===== src/rtl/led_fade_driver.sv =====
// LED fade driver: requests one LFSR step per fade cycle, latches the pattern,
// and ramps each LED's PWM duty toward full-on or full-off at a divided tick rate.
module led_fade_driver #(
    parameter int unsigned WIDTH    = 4,
    parameter int unsigned PWM_BITS = 8,
    parameter int unsigned TICK_DIV = 100000
) (
    input  logic             clk,
    input  logic             rst,
    input  logic             en,
    input  logic [WIDTH-1:0] sample,
    output logic             sample_req,
    output logic [WIDTH-1:0] led,
    output logic             busy
);

    localparam int unsigned DIV_W = (TICK_DIV > 1) ? $clog2(TICK_DIV) : 1;
    localparam logic [PWM_BITS-1:0] DUTY_MAX = '1;
    localparam logic [DIV_W-1:0]    DIV_LAST = DIV_W'(TICK_DIV - 1);

    typedef enum logic [1:0] {
        IDLE  = 2'd0,
        REQ   = 2'd1,
        LATCH = 2'd2,
        FADE  = 2'd3
    } state_e;

    state_e                            state_q, state_d;
    logic [WIDTH-1:0]                  target_q, target_d;
    logic [WIDTH-1:0][PWM_BITS-1:0]    duty_q, duty_d;
    logic [PWM_BITS-1:0]               pwm_cnt_q;
    logic [DIV_W-1:0]                  div_cnt_q, div_cnt_d;
    logic [WIDTH-1:0]                  led_q, led_d;
    logic                              sample_req_q;
    logic                              busy_q;
    logic                              done_c;
    logic                              tick_c;

    // Every LED has reached the endpoint selected by its target bit.
    always_comb begin
        done_c = 1'b1;
        for (int unsigned i = 0; i < WIDTH; i++) begin
            if (duty_q[i] != (target_q[i] ? DUTY_MAX : '0)) begin
                done_c = 1'b0;
            end
        end
    end

    assign tick_c = (state_q == FADE) && (div_cnt_q == DIV_LAST);

    // Next-state, latch and saturating duty ramp.
    always_comb begin
        state_d   = state_q;
        target_d  = target_q;
        div_cnt_d = div_cnt_q;
        duty_d    = duty_q;
        case (state_q)
            IDLE: begin
                if (en) begin
                    state_d = REQ;
                end
            end
            REQ: begin
                state_d = LATCH;
            end
            LATCH: begin
                target_d  = sample;
                div_cnt_d = '0;
                state_d   = FADE;
            end
            FADE: begin
                div_cnt_d = tick_c ? '0 : div_cnt_q + DIV_W'(1);
                if (tick_c) begin
                    for (int unsigned i = 0; i < WIDTH; i++) begin
                        if (target_q[i]) begin
                            if (duty_q[i] != DUTY_MAX) begin
                                duty_d[i] = duty_q[i] + PWM_BITS'(1);
                            end
                        end else if (duty_q[i] != '0) begin
                            duty_d[i] = duty_q[i] - PWM_BITS'(1);
                        end
                    end
                end
                if (done_c) begin
                    state_d = en ? REQ : IDLE;
                end
            end
            default: begin
                state_d = IDLE;
            end
        endcase
    end

    // PWM compare against the current duty and counter.
    always_comb begin
        led_d = '0;
        for (int unsigned i = 0; i < WIDTH; i++) begin
            led_d[i] = (duty_q[i] > pwm_cnt_q);
        end
    end

    always_ff @(posedge clk or negedge rst) begin
        if (!rst) begin
            state_q      <= IDLE;
            target_q     <= '0;
            duty_q       <= '0;
            pwm_cnt_q    <= '0;
            div_cnt_q    <= '0;
            led_q        <= '0;
            sample_req_q <= 1'b0;
            busy_q       <= 1'b0;
        end else begin
            state_q      <= state_d;
            target_q     <= target_d;
            duty_q       <= duty_d;
            pwm_cnt_q    <= pwm_cnt_q + PWM_BITS'(1);
            div_cnt_q    <= div_cnt_d;
            led_q        <= led_d;
            // Registered Moore outputs track the state being entered.
            sample_req_q <= (state_d == REQ);
            busy_q       <= (state_d != IDLE);
        end
    end

    assign sample_req = sample_req_q;
    assign led        = led_q;
    assign busy       = busy_q;

endmodule

===== config.mk =====
export PLATFORM = sky130hd
export DESIGN_NAME = led_fade_driver
export DESIGN_NICKNAME = d
export VERILOG_FILES = /design/src/rtl/led_fade_driver.sv
export SDC_FILE = /design/constraint.sdc
export NUM_CORES = 1
export LEC_CHECK = 0
export ABC_CLOCK_PERIOD_IN_PS = 4750
export CORE_ASPECT_RATIO = 2
export CORE_MARGIN = 3
export CORE_UTILIZATION = 30
export CTS_BUF_LIST = sky130_fd_sc_hd__clkbuf_16
export DETAILED_ROUTE_END_ITERATION = 8
export MAX_ROUTING_LAYER = met4
export PLACE_DENSITY = 0.46
export SYNTH_ARGS = -nofsm -noshare
export SYNTH_HDL_FRONTEND = slang
export SYNTH_SLANG_ARGS = --single-unit

===== constraint.sdc =====
create_clock -name clk -period 4.75 [get_ports clk]
set_input_delay 0.95 -clock clk [delete_from_list [all_inputs] [get_ports clk]]
set_output_delay 0.95 -clock clk [all_outputs]
set_load 0.01 [all_outputs]

; ---- Yosys cells after proc, flatten, opt, wreduce, memory -nomap -nowiden
; Cells that the tools add are included.
[totals]
ff_bits = 69
input_bits = 7
output_inout_bits = 6
elab_cells = 84
[op_classes]
add_sub_neg = 10
order_cmp = 4
n_eq_ne = 17
muxes = 26
n_reduce_logical = 16
[ops]
columns = operator, count
row1 = $mux W8, 16
row2 = $add A8 B1 Y8 const B, 5
row3 = $pmux W17 S2, 1
row4 = $gt A8 B8 Y1, 4
row5 = $ne A8 B8 Y1, 4
row6 = $ne A8 B8 Y1 const B, 4
row7 = $reduce_bool A8 Y1, 4
row8 = $sub A8 B1 Y8 const B, 4
row9 = $add A17 B1 Y17 const B, 1
row10 = $eq A17 B17 Y1 const B, 1
row11 = $mux W17, 1
row12 = $reduce_and A4 Y1, 4
row13 = $reduce_bool A2 Y1, 6
row14 = $ne A2 B1 Y1 const B, 4
row15 = $pmux W2 S4, 1
row16 = $mux W1, 5
row17 = $eq A2 B1 Y1 const B, 2
row18 = $eq A2 B2 Y1 const B, 2
row19 = $mux W2, 2
row20 = $logic_not A2 Y1, 1
row21 = $logic_and A1 B1 Y1, 1

; ---- Longest topological paths before layout
; Gate-level depths: netlist (run 1).
[logic_depth]
depth_word = 9
ltp_mapped = 8
mapped_depth_nobuf = 7

; ---- Worst setup path after synthesis (run 1)
; OpenSTA, ideal clock, no wires.
[synth_path]
path_type = register -> register
start = reg target_q[1]
end = reg duty_q[15] (netlist name)
setup_ps = 79
t_arrival_ps = 2070
t_required_ps = 4671
slack_ps = 2601
path_stages_with_launch = 8
path_buffers = 0
period_less_slack_ps = 2149
path_cell_list = dfrtp_1 > inv_1 > ha_1 > and3_1 > a221oi_4 > nor3_1 > a2111oi_2 > xor2_1
[synth_via]
elab_chain_len = 2
word_cells_on_any_way = 4
cone_classes = eq/ne: 1 / mux: 1 / reduce/logical: 2
[synth_lines]
columns = element, line
row1 = start: declaration, 29  ; logic [WIDTH-1:0] target_q, target_d;
row2 = start signal: assignment, 114  ; target_q <= target_d;
row3 = $ne A2 B1 Y1 (no line) / $reduce_bool A2 Y1 (equally long branches), -
row4 = $reduce_and A4 Y1 (no line), -
row5 = end signal: assignment, 115  ; duty_q <= duty_d;
row6 = end: declaration, 30  ; logic [WIDTH-1:0][PWM_BITS-1:0] duty_q, duty_d;
; Several ways; a longest one is shown, not always the timed one.
; A chain may end at the register's enable or synchronous reset.

; ---- Worst setup path in the final report (run 1)
[layout_path]
start = reg target_q[0]
end = reg sample_req_q (netlist: sample_req)
[layout_via]
elab_chain_len = 9
[layout_lines]
columns = element, line
row1 = $mux W8, 43  ; if (duty_q[i] != (target_q[i] ? DUTY_MAX : '0)) begin
row2 = $ne A8 B8 Y1, 43
row3 = $mux W1 (4 in series), 43
row4 = $mux W2, 84  ; if (done_c) begin
row5 = $pmux W2 S4, 57  ; case (state_q)
row6 = $eq A2 B1 Y1, 120  ; sample_req_q <= (state_d == REQ);
row7 = end signal: assignment, 120
row8 = end: declaration, 34  ; logic sample_req_q;
; No other way between the ends.

==> results of run 1 <==
-- final timing paths --
path,startpoint,end,depth (start not counted)
worst max-delay path,target_q[0]$_DFFE_PN0P_,sample_req$_DFF_PN0_,7
worst min-delay path,pwm_cnt_q[6]$_DFF_PN0_,pwm_cnt_q[6]$_DFF_PN0_,1
worst max register to register,target_q[0]$_DFFE_PN0P_,sample_req$_DFF_PN0_,7
worst min register to register,pwm_cnt_q[6]$_DFF_PN0_,pwm_cnt_q[6]$_DFF_PN0_,1
max in group asynchronous,rst,duty_q[5]$_DFFE_PN0P_,1
min in group asynchronous,rst,busy$_DFF_PN0_,1
-- cells by family after synthesis --
family	after synthesis
AO/OA/AOI/OAI	138
XOR/XNOR	29
adder cells (fa/ha/maj)	62
buffers and inverters	50
flip-flops	69
multiplexers	6
AND/OR/NAND/NOR	191
-- sequential cells by signal, indices dropped and copies added (netlist names) --
signal      flops
duty_q         32
div_cnt_q      17
pwm_cnt_q       8
led             4
target_q        4
state_q         2
busy            1
sample_req      1
-- power breakdown --
group	internal (mW)	leakage, nW	switching, mW
registers	0.590	0.902	0.00364
logic	0.0244	1.51	0.0470
clock network	0.404	0.145	0.273
-- cells in the mapped netlist, drive strengths merged, types with 6 or more instances --
cell    instances  area (sq um)
inv            36           135
xor2           11          96.3
nand2          46           173
nand2b         10          65.1
dfrtp          69          1730
nor3           13          65.1
a21oi          21           105
a21o           17           128
xnor2          18           158
buf             9          55.1
o211ai          8          65.1
nand3          18          90.1
or3            10          62.6
nor2           19          73.8
nor3b           6          45.0
o21ai          50           250
and3            8          50.1
o21a            6          45.0
nand4          25           178
nor2b          11          68.8
nor4            8          50.1
ha             58           726
-- cell type report --
class | count | share of cell area [%]
Clock buffer | 9 | 4.00
Clock inverter | 7 | 1.15
Inverter | 36 | 2.40
Multi-Input combinational cell | 426 | 55.2
Sequential cell | 69 | 30.6
Tap cell | 204 | 4.53
Timing Repair Buffer | 12 | 2.09
-- layer usage --
layer / wire length, um / vias to the layer above / GRT usage (%)
li1: - / 2030 / -
met1: 5090 / 1967 / 15.5
met2: 7490 / 46 / 29.0
met3: 199 / 25 / 2.03
met4: 505 / 0 / 7.41
met5: 0 / - / -
-- through the flow --
step / worst slack (ns) / util (%) / power, mW / hold slack (ns) / std cells
after global routing: 2.02 / 34.5 / 1.40 / 0.514 / 763
after global placement: 2.29 / 32.7 / 0.676 / 0.471 / 747
after floorplan: 2.60 / - / 0.645 / 0.445 / 545
after detailed placement: 2.22 / 32.7 / 0.677 / 0.487 / 747
final: 2.26 / 34.5 / 1.34 / 0.496 / 763
after CTS: 2.21 / 34.5 / 1.37 / 0.498 / 763
==> results.txt, run 1 <==
Clk buf depth -> 2
Row count -> 66
Post-Layout Inst Area -> 5640 sq um
Slowest-stage cell, CP -> dfrtp_1
Synth Flop Type -> dfrtp_1
CTS Root Buffer Type -> clkbuf_16
Area of the multi-input gates -> 3110 sq um
Seq/Total Area, Yosys -> 34.2%
Leakage power -> 2.56 nW
Die area -> 18500 sq um
# diodes -> 0
Simple-gate area share of the yosys netlist -> 21.1%
Share of cells above drive strength 1 -> 6.08%
Delay-heaviest family, CP -> simple AND/OR/NAND/NOR gates
Grt total ovfl -> 0
Crit path max fanout -> 8
H-tree Lvls -> 3
IO Pins -> 13
Outcome -> completed
Die Wd -> 97.7 um
Post-route DRC -> 0
#FFs+latches synth -> 69
Number of fill cells -> 1688
Pwr Density -> 238 nW/um^2
IO Port Bufs -> 12
Worst Path Buf+Inv -> 1
Post-CTS Setup Bufs -> 0
RSZ-0062 raised after global routing -> false
Vias in the first global route -> 4234
Worst-margin pin slew -> 0.951 ns
Storage cell area -> 1730 sq um
# Max-Cap Violations -> 0
Synth Instances -> 545
Post-synth EDFFs -> 0
Die Y -> 189 um
Critical path's most frequent cell -> nand4_1
Core ar. -> 16400 sq um
Worst skew pair latency -> 0.34 ns
DP HPWL -> 10100 um
Drt first pass iters -> 4
Commonest cells after routing, fill and taps aside -> 69 x dfrtp_1, 58 x ha_1, 47 x o21ai_0
Mux cell area share after synthesis -> 1.29%
Syn nets -> 614
Adder-Cell Fraction of Synth Area -> 16.0%
Final clock skew -> 0.0104 ns
Via/cell ratio -> 5.33
Fmax -> 0.402 GHz
GR Util All Layers -> 15.5%
Fin. max-slew vios -> 0
Drt wl/cell -> 17.4 um
First-pass GRT wire length -> 21900 um
Rel. slew slack -> 36.6%
Final setup violation count -> 0
Worst Hold Class -> reg -> reg
Syn avg cell area -> 9.26 sq um
Ys async rst share -> 100%
Commonest non-fill, non-tap cell in the layout -> dfrtp_1
Largest net degree at the start of global routing -> 70
Maximum vdd drop -> 0.147 mV
CTS Hold Buffers Added -> 0
PostCTS Resize Cnt -> 0
Syn. warnings -> 0
Worst setup SP type -> register
Compound-cell area share of the yosys netlist -> 18.2%
CP Cell Sequence -> inv_1 -> ha_1 -> nand4_1 -> nor4_1 -> nand4_1 -> a21boi_1 -> and2_1
Crit Path Category -> reg -> reg
Post-route antenna net violation count -> 0
Sink Count -> 69
Main combinational cell family by area after synthesis -> simple AND/OR/NAND/NOR gates
Initial drt markers -> 107
Peak per-stage delay on the critical path -> 0.48 ns
CTS tree -> built
Worst path required time -> 5.02 ns
Clk pin slew, worst setup/hold paths -> 0.06 ns
DR vias -> 4068
Antenna violations before repair -> 0
Tcrit/Tclk final -> 52.4%
Placed standard-cell area -> 5350 sq um
Area growth syn-to-layout -> 11.7%
R2R setup slack -> 2.26 ns
Gpl congestion -> 0.796
CTS Buf Count -> 9
Fin crit period -> 2.49 ns
Initial cell density of the core -> 30.9%
Final Hold Viols -> 0
Detailed-route wire length -> 13300 um
Setup TNS -> 0 ns
XOR/XNOR share of the synthesized area -> 5.03%
Distinct cell type count after synthesis -> 59
CP arrival -> 2.76 ns
Nets@finish -> 623
CP Capture Type -> register
Mapped cell area -> 5050 sq um
Note: power is estimated with default switching activity, not from simulation.
==> run 2: changes to the inputs <==
--- a/config.mk
+++ b/config.mk
@@ -5,7 +5,7 @@
 export SDC_FILE = /design/constraint.sdc
 export NUM_CORES = 1
 export LEC_CHECK = 0
-export ABC_CLOCK_PERIOD_IN_PS = 4750
+export ABC_CLOCK_PERIOD_IN_PS = 2500
 export CORE_ASPECT_RATIO = 2
 export CORE_MARGIN = 3
 export CORE_UTILIZATION = 30
==> constraint.sdc (replaced) <==
create_clock -name clk -period 2.5 [get_ports clk]
set_input_delay 0.5 -clock clk [delete_from_list [all_inputs] [get_ports clk]]
set_output_delay 0.5 -clock clk [all_outputs]
set_load 0.01 [all_outputs]
==> results.txt, run 2 (synthesis gave the netlist of run 1 again) <==
Top flop regs -> duty_q x32, div_cnt_q x17, pwm_cnt_q x8
Maximum vdd drop -> 0.291 mV
Clk pin slew, worst setup/hold paths -> 0.06 ns
CTS Buf Count -> 9
Delay-heaviest family, CP -> simple AND/OR/NAND/NOR gates
CTS Root Buffer Type -> clkbuf_16
Core ar. -> 16400 sq um
H-tree Lvls -> 3
Number of flip-flops in the largest register -> 32
Drt wl/cell -> 17.8 um
# diodes -> 0
Drt first pass iters -> 4
Metal2 WL -> 7840 um
Final Hold Viols -> 0
Largest net degree at the start of global routing -> 36
RSZ-0062 raised after global routing -> false
Commonest cells after routing, fill and taps aside -> 69 x dfrtp_1, 56 x ha_1, 47 x o21ai_0
Top Layer Used -> met4
Die Wd -> 97.7 um
Crit Path Category -> reg -> reg
Fmax -> 0.426 GHz
Share of cells above drive strength 1 -> 8.38%
Pwr Density -> 459 nW/um^2
Rel. slew slack -> 59.4%
Final setup violation count -> 0
DP HPWL -> 10700 um
Peak per-stage delay on the critical path -> 0.65 ns
Gpl congestion -> 0.828
Leakage power -> 2.63 nW
Final Power -> 2.65 mW
CP Cell Sequence -> inv_1 -> ha_1 -> a21o_1 -> a21oi_1 -> or4b_2 -> a31oi_1 -> a21o_1
DR vias -> 4143
Sink Count -> 69
Setup TNS -> 0 ns
Die area -> 18500 sq um
Commonest non-fill, non-tap cell in the layout -> dfrtp_1
Outcome -> completed
# Max-Cap Violations -> 0
Via/cell ratio -> 5.33
CTS tree -> built
Post-route antenna net violation count -> 0
WL met1 -> 5160 um
Worst Reg-to-Reg Cells -> 7
Fin. max-slew vios -> 0
Worst R2R Start -> target_q[3]$_DFFE_PN0P_
Clk buf depth -> 2
IO Port Bufs -> 12
Critical path's most frequent cell -> a21o_1
Slowest-stage cell, CP -> or4b_2
Worst Path Buf+Inv -> 1
Nets@finish -> 637
Worst path required time -> 2.78 ns
CP Capture Type -> register
Post-route DRC -> 0
Initial drt markers -> 144
Number of fill cells -> 1707
GR Util All Layers -> 16.1%
First-pass GRT wire length -> 22700 um
Worst-margin pin slew -> 0.604 ns
Tcrit/Tclk final -> 93.8%
Largest Register -> duty_q
Finished Layout Cells -> 777
Vias in the first global route -> 4361
Crit path max fanout -> 9
Area growth syn-to-layout -> 14.4%
Final clock skew -> 0.00884 ns
Fin crit period -> 2.35 ns
R2R setup slack -> 0.15 ns
Worst skew pair latency -> 0.34 ns
Row count -> 66
IO Pins -> 13
Worst r2r dst -> duty_q[30]$_DFFE_PN0P_
Hold slack -> 0.120 ns
Detailed-route wire length -> 13800 um
Initial cell density of the core -> 30.9%
Antenna violations before repair -> 0
Grt total ovfl -> 0
Die Y -> 189 um
Worst setup SP type -> register
Met3 Wirelength -> 296 um
CP arrival -> 2.63 ns
Worst Hold Class -> in -> async
Placed cells -> 761
[run 2: cell types whose count changed in the layout (fill, tap and decap cells not counted), sizes merged]
cell	before	now
buf	1	15
bufinv	1	2
inv	37	36
[run 2: layout make-up]
class | count | area [sq um] | share of cell area, %
clock buffer | 9 | 225 | 3.90
tap | 204 | 255 | 4.42
sequential | 69 | 1730 | 29.9
inverter | 36 | 135 | 2.34
clock inverter | 7 | 80.1 | 1.39
multi-input combinational | 426 | 3120 | 54.0
timing repair buffer | 26 | 235 | 4.07
[run 2: repair_timing]
action,in CTS,in global routing
gates resized for setup,0,2
buffers inserted,0,0
endpoints found under the setup margin,0,1
hold buffers,0,0
[run 2: power by group]
part | internal (mW) | switching [mW]
sequential | 1.12 | 0.00411
clock | 0.859 | 0.521
combinational | 0.0532 | 0.0956
total | 2.03 | 0.620
[run 2: per-stage QoR]
| stage | utilization, % | setup WS [ns] | instance area [sq um] |
|---|---|---|---|
| after global routing | 35.3 | 0.0113 | 5770 |
| after floorplan | - | 0.351 | 5050 |
| after CTS | 35.3 | 0.147 | 5770 |
| after global placement | 33.4 | 0.253 | 5460 |
| final | 35.3 | 0.154 | 5770 |
| after detailed placement | 33.4 | 0.186 | 5460 |
[run 2: layer usage]
metal	up-vias	global-route usage, %
li1	2053	-
met1	2011	15.7
met2	54	30.4
met3	25	2.21
met4	0	8.27
met5	-	-
[run 2: worst max-delay path by stage]
| stage | from | cells past startpoint | end | slack, ns |
|---|---|---|---|---|
| floorplan | target_q[1]$_DFFE_PN0P_ | 7 | duty_q[15]$_DFFE_PN0P_ | 0.35 |
| global placement | target_q[0]$_DFFE_PN0P_ | 7 | sample_req$_DFF_PN0_ | 0.25 |
| detailed placement | target_q[0]$_DFFE_PN0P_ | 7 | sample_req$_DFF_PN0_ | 0.19 |
| CTS | target_q[0]$_DFFE_PN0P_ | 7 | sample_req$_DFF_PN0_ | 0.15 |
| global route | target_q[0]$_DFFE_PN0P_ | 7 | sample_req$_DFF_PN0_ | 0.01 |
| finish | target_q[3]$_DFFE_PN0P_ | 7 | duty_q[30]$_DFFE_PN0P_ | 0.15 |
[run 2: worst reg2reg max path, stage by stage (launching register included)]
cell,delay (ns)
dfrtp_1,0.44
inv_1,0.21
ha_1,0.42
a21o_1,0.13
a21oi_1,0.09
or4b_2,0.65
a31oi_1,0.22
a21o_1,0.11
==> run 3: changes to the inputs <==
--- a/config.mk
+++ b/config.mk
@@ -6,13 +6,14 @@
 export NUM_CORES = 1
 export LEC_CHECK = 0
 export ABC_CLOCK_PERIOD_IN_PS = 2500
-export CORE_ASPECT_RATIO = 2
+export CORE_ASPECT_RATIO = 0.75
 export CORE_MARGIN = 3
-export CORE_UTILIZATION = 30
+export CORE_UTILIZATION = 40
 export CTS_BUF_LIST = sky130_fd_sc_hd__clkbuf_16
 export DETAILED_ROUTE_END_ITERATION = 8
+export HOLD_SLACK_MARGIN = 0.12
 export MAX_ROUTING_LAYER = met4
-export PLACE_DENSITY = 0.46
+export PLACE_DENSITY = 0.57
 export SYNTH_ARGS = -nofsm -noshare
 export SYNTH_HDL_FRONTEND = slang
 export SYNTH_SLANG_ARGS = --single-unit
==> results.txt, run 3 (synthesis gave the netlist of run 1 again) <==
Outcome -> completed
Fin crit period -> 2.31 ns
Worst Hold Class -> in -> async
Grt total ovfl -> 0
IO Port Bufs -> 12
Drt wl/cell -> 16.2 um
CTS Root Buffer Type -> clkbuf_16
Number of flip-flops in the largest register -> 32
Tcrit/Tclk final -> 92.3%
Worst skew pair latency -> 0.33 ns
First-pass GRT wire length -> 20000 um
Area growth syn-to-layout -> 11.8%
Placed cells -> 711
# diodes -> 0
Die Y -> 103 um
Largest net degree at the start of global routing -> 70
Die area -> 14000 sq um
# Max-Cap Violations -> 0
Rel. slew slack -> 63.9%
Clk buf depth -> 2
Crit path max fanout -> 9
Final Hold Viols -> 0
Worst Reg-to-Reg Cells -> 7
Setup TNS -> 0 ns
CP arrival -> 2.58 ns
DR vias -> 4102
Clk pin slew, worst setup/hold paths -> 0.06 ns
Core ar. -> 12000 sq um
Initial drt markers -> 259
Die Wd -> 136 um
Via/cell ratio -> 5.62
Fin. max-slew vios -> 0
Worst-margin pin slew -> 0.540 ns
RSZ-0062 raised after global routing -> false
Gpl congestion -> 0.898
Worst setup SP type -> register
Worst R2R Start -> target_q[3]$_DFFE_PN0P_
H-tree Lvls -> 3
Sink Count -> 69
Initial cell density of the core -> 42.2%
Finished Layout Cells -> 730
Fmax -> 0.433 GHz
CTS Buf Count -> 9
Worst path required time -> 2.77 ns
CP Capture Type -> register
Drt first pass iters -> 4
Worst r2r dst -> duty_q[30]$_DFFE_PN0P_
Post-route DRC -> 0
Final setup violation count -> 0
IO Pins -> 13
Nets@finish -> 632
DP HPWL -> 8600 um
Share of cells above drive strength 1 -> 8.45%
Antenna violations before repair -> 0
Final clock skew -> 0.00508 ns
Vias in the first global route -> 3935
Commonest cells after routing, fill and taps aside -> 68 x dfrtp_1, 55 x ha_1, 47 x o21ai_0
GR Util All Layers -> 18.7%
Maximum vdd drop -> 0.305 mV
Post-route antenna net violation count -> 0
Core Util, Final -> 47.2%
Row count -> 34
R2R setup slack -> 0.19 ns
Crit Path Category -> reg -> reg
CTS tree -> built
Pre-CTS setup slack -> 0.201 ns
Commonest non-fill, non-tap cell in the layout -> dfrtp_1
Leakage power -> 2.59 nW
Top flop regs -> duty_q x32, div_cnt_q x17, pwm_cnt_q x8
Number of fill cells -> 1133
Setup ws final -> 0.191 ns
Pwr Density -> 427 nW/um^2
Detailed-route wire length -> 11800 um
Largest Register -> duty_q
==> run 3: cell types whose count changed in the layout (fill, tap and decap cells not counted), sizes merged <==
cell / change
inv: +1
buf: -5
clkinv: -1
bufinv: -2
clkinvlp: +2
==> run 3: critical path: stages, from the launching register on <==
cell and delay [ns]:
dfrtp_1 0.45, inv_1 0.22, ha_2 0.43, a21o_1 0.12
a21oi_1 0.09, or4b_2 0.64, a31oi_1 0.19, a21o_1 0.10
==> run 3: what timing repair did <==
action                     in CTS  in global routing
setup buffers                   0                  3
setup endpoints to repair       0                  4
hold buffers                    0                  0
resized for setup               0                  5
==> run 3: layer usage <==
metal  track usage [%]  share of wire [%]
met2              27.1                 43
met4              5.73                1.6
met1              26.4                 52
met3              3.72                3.7
met5                 -                  0
==> run 3: final cells by class <==
class,instances,area [sq um],area share [%]
inverter,36,139,2.46
tap,162,203,3.59
timing repair buffer,21,195,3.46
sequential,69,1730,30.6
clock buffer,9,225,3.99
clock inverter,7,35.0,0.621
multi-input combinational,426,3120,55.3
==> run 3: report_power, final <==
| part | switching, mW | total (mW) | leakage [nW] | internal, mW |
|---|---|---|---|---|
| sequential | 0.00555 | 1.13 | 0.901 | 1.12 |
| combinational | 0.0901 | 0.144 | 1.55 | 0.0537 |
| clock | 0.484 | 1.14 | 0.137 | 0.656 |
==> run 3: through the flow <==
stage / hold WS (ns) / power [mW] / instance area (sq um)
after floorplan: 0.204 / 1.23 / 5050
after global placement: 0.469 / 1.28 / 5350
after detailed placement: 0.475 / 1.29 / 5350
after CTS: 0.213 / 2.44 / 5610
after global routing: 0.226 / 2.52 / 5640
final: 0.192 / 2.41 / 5640
==> run 3: worst max path at each step <==
stage / start / to / slack (ns) / depth (start not counted)
after floorplan: target_q[1]$_DFFE_PN0P_ / duty_q[15]$_DFFE_PN0P_ / 0.35 / 7
after global placement: target_q[0]$_DFFE_PN0P_ / duty_q[5]$_DFFE_PN0P_ / 0.26 / 7
after detailed placement: target_q[3]$_DFFE_PN0P_ / duty_q[30]$_DFFE_PN0P_ / 0.20 / 7
after CTS: target_q[3]$_DFFE_PN0P_ / duty_q[30]$_DFFE_PN0P_ / 0.18 / 7
after global routing: target_q[3]$_DFFE_PN0P_ / duty_q[30]$_DFFE_PN0P_ / 0.003 / 7
final: target_q[3]$_DFFE_PN0P_ / duty_q[30]$_DFFE_PN0P_ / 0.19 / 7
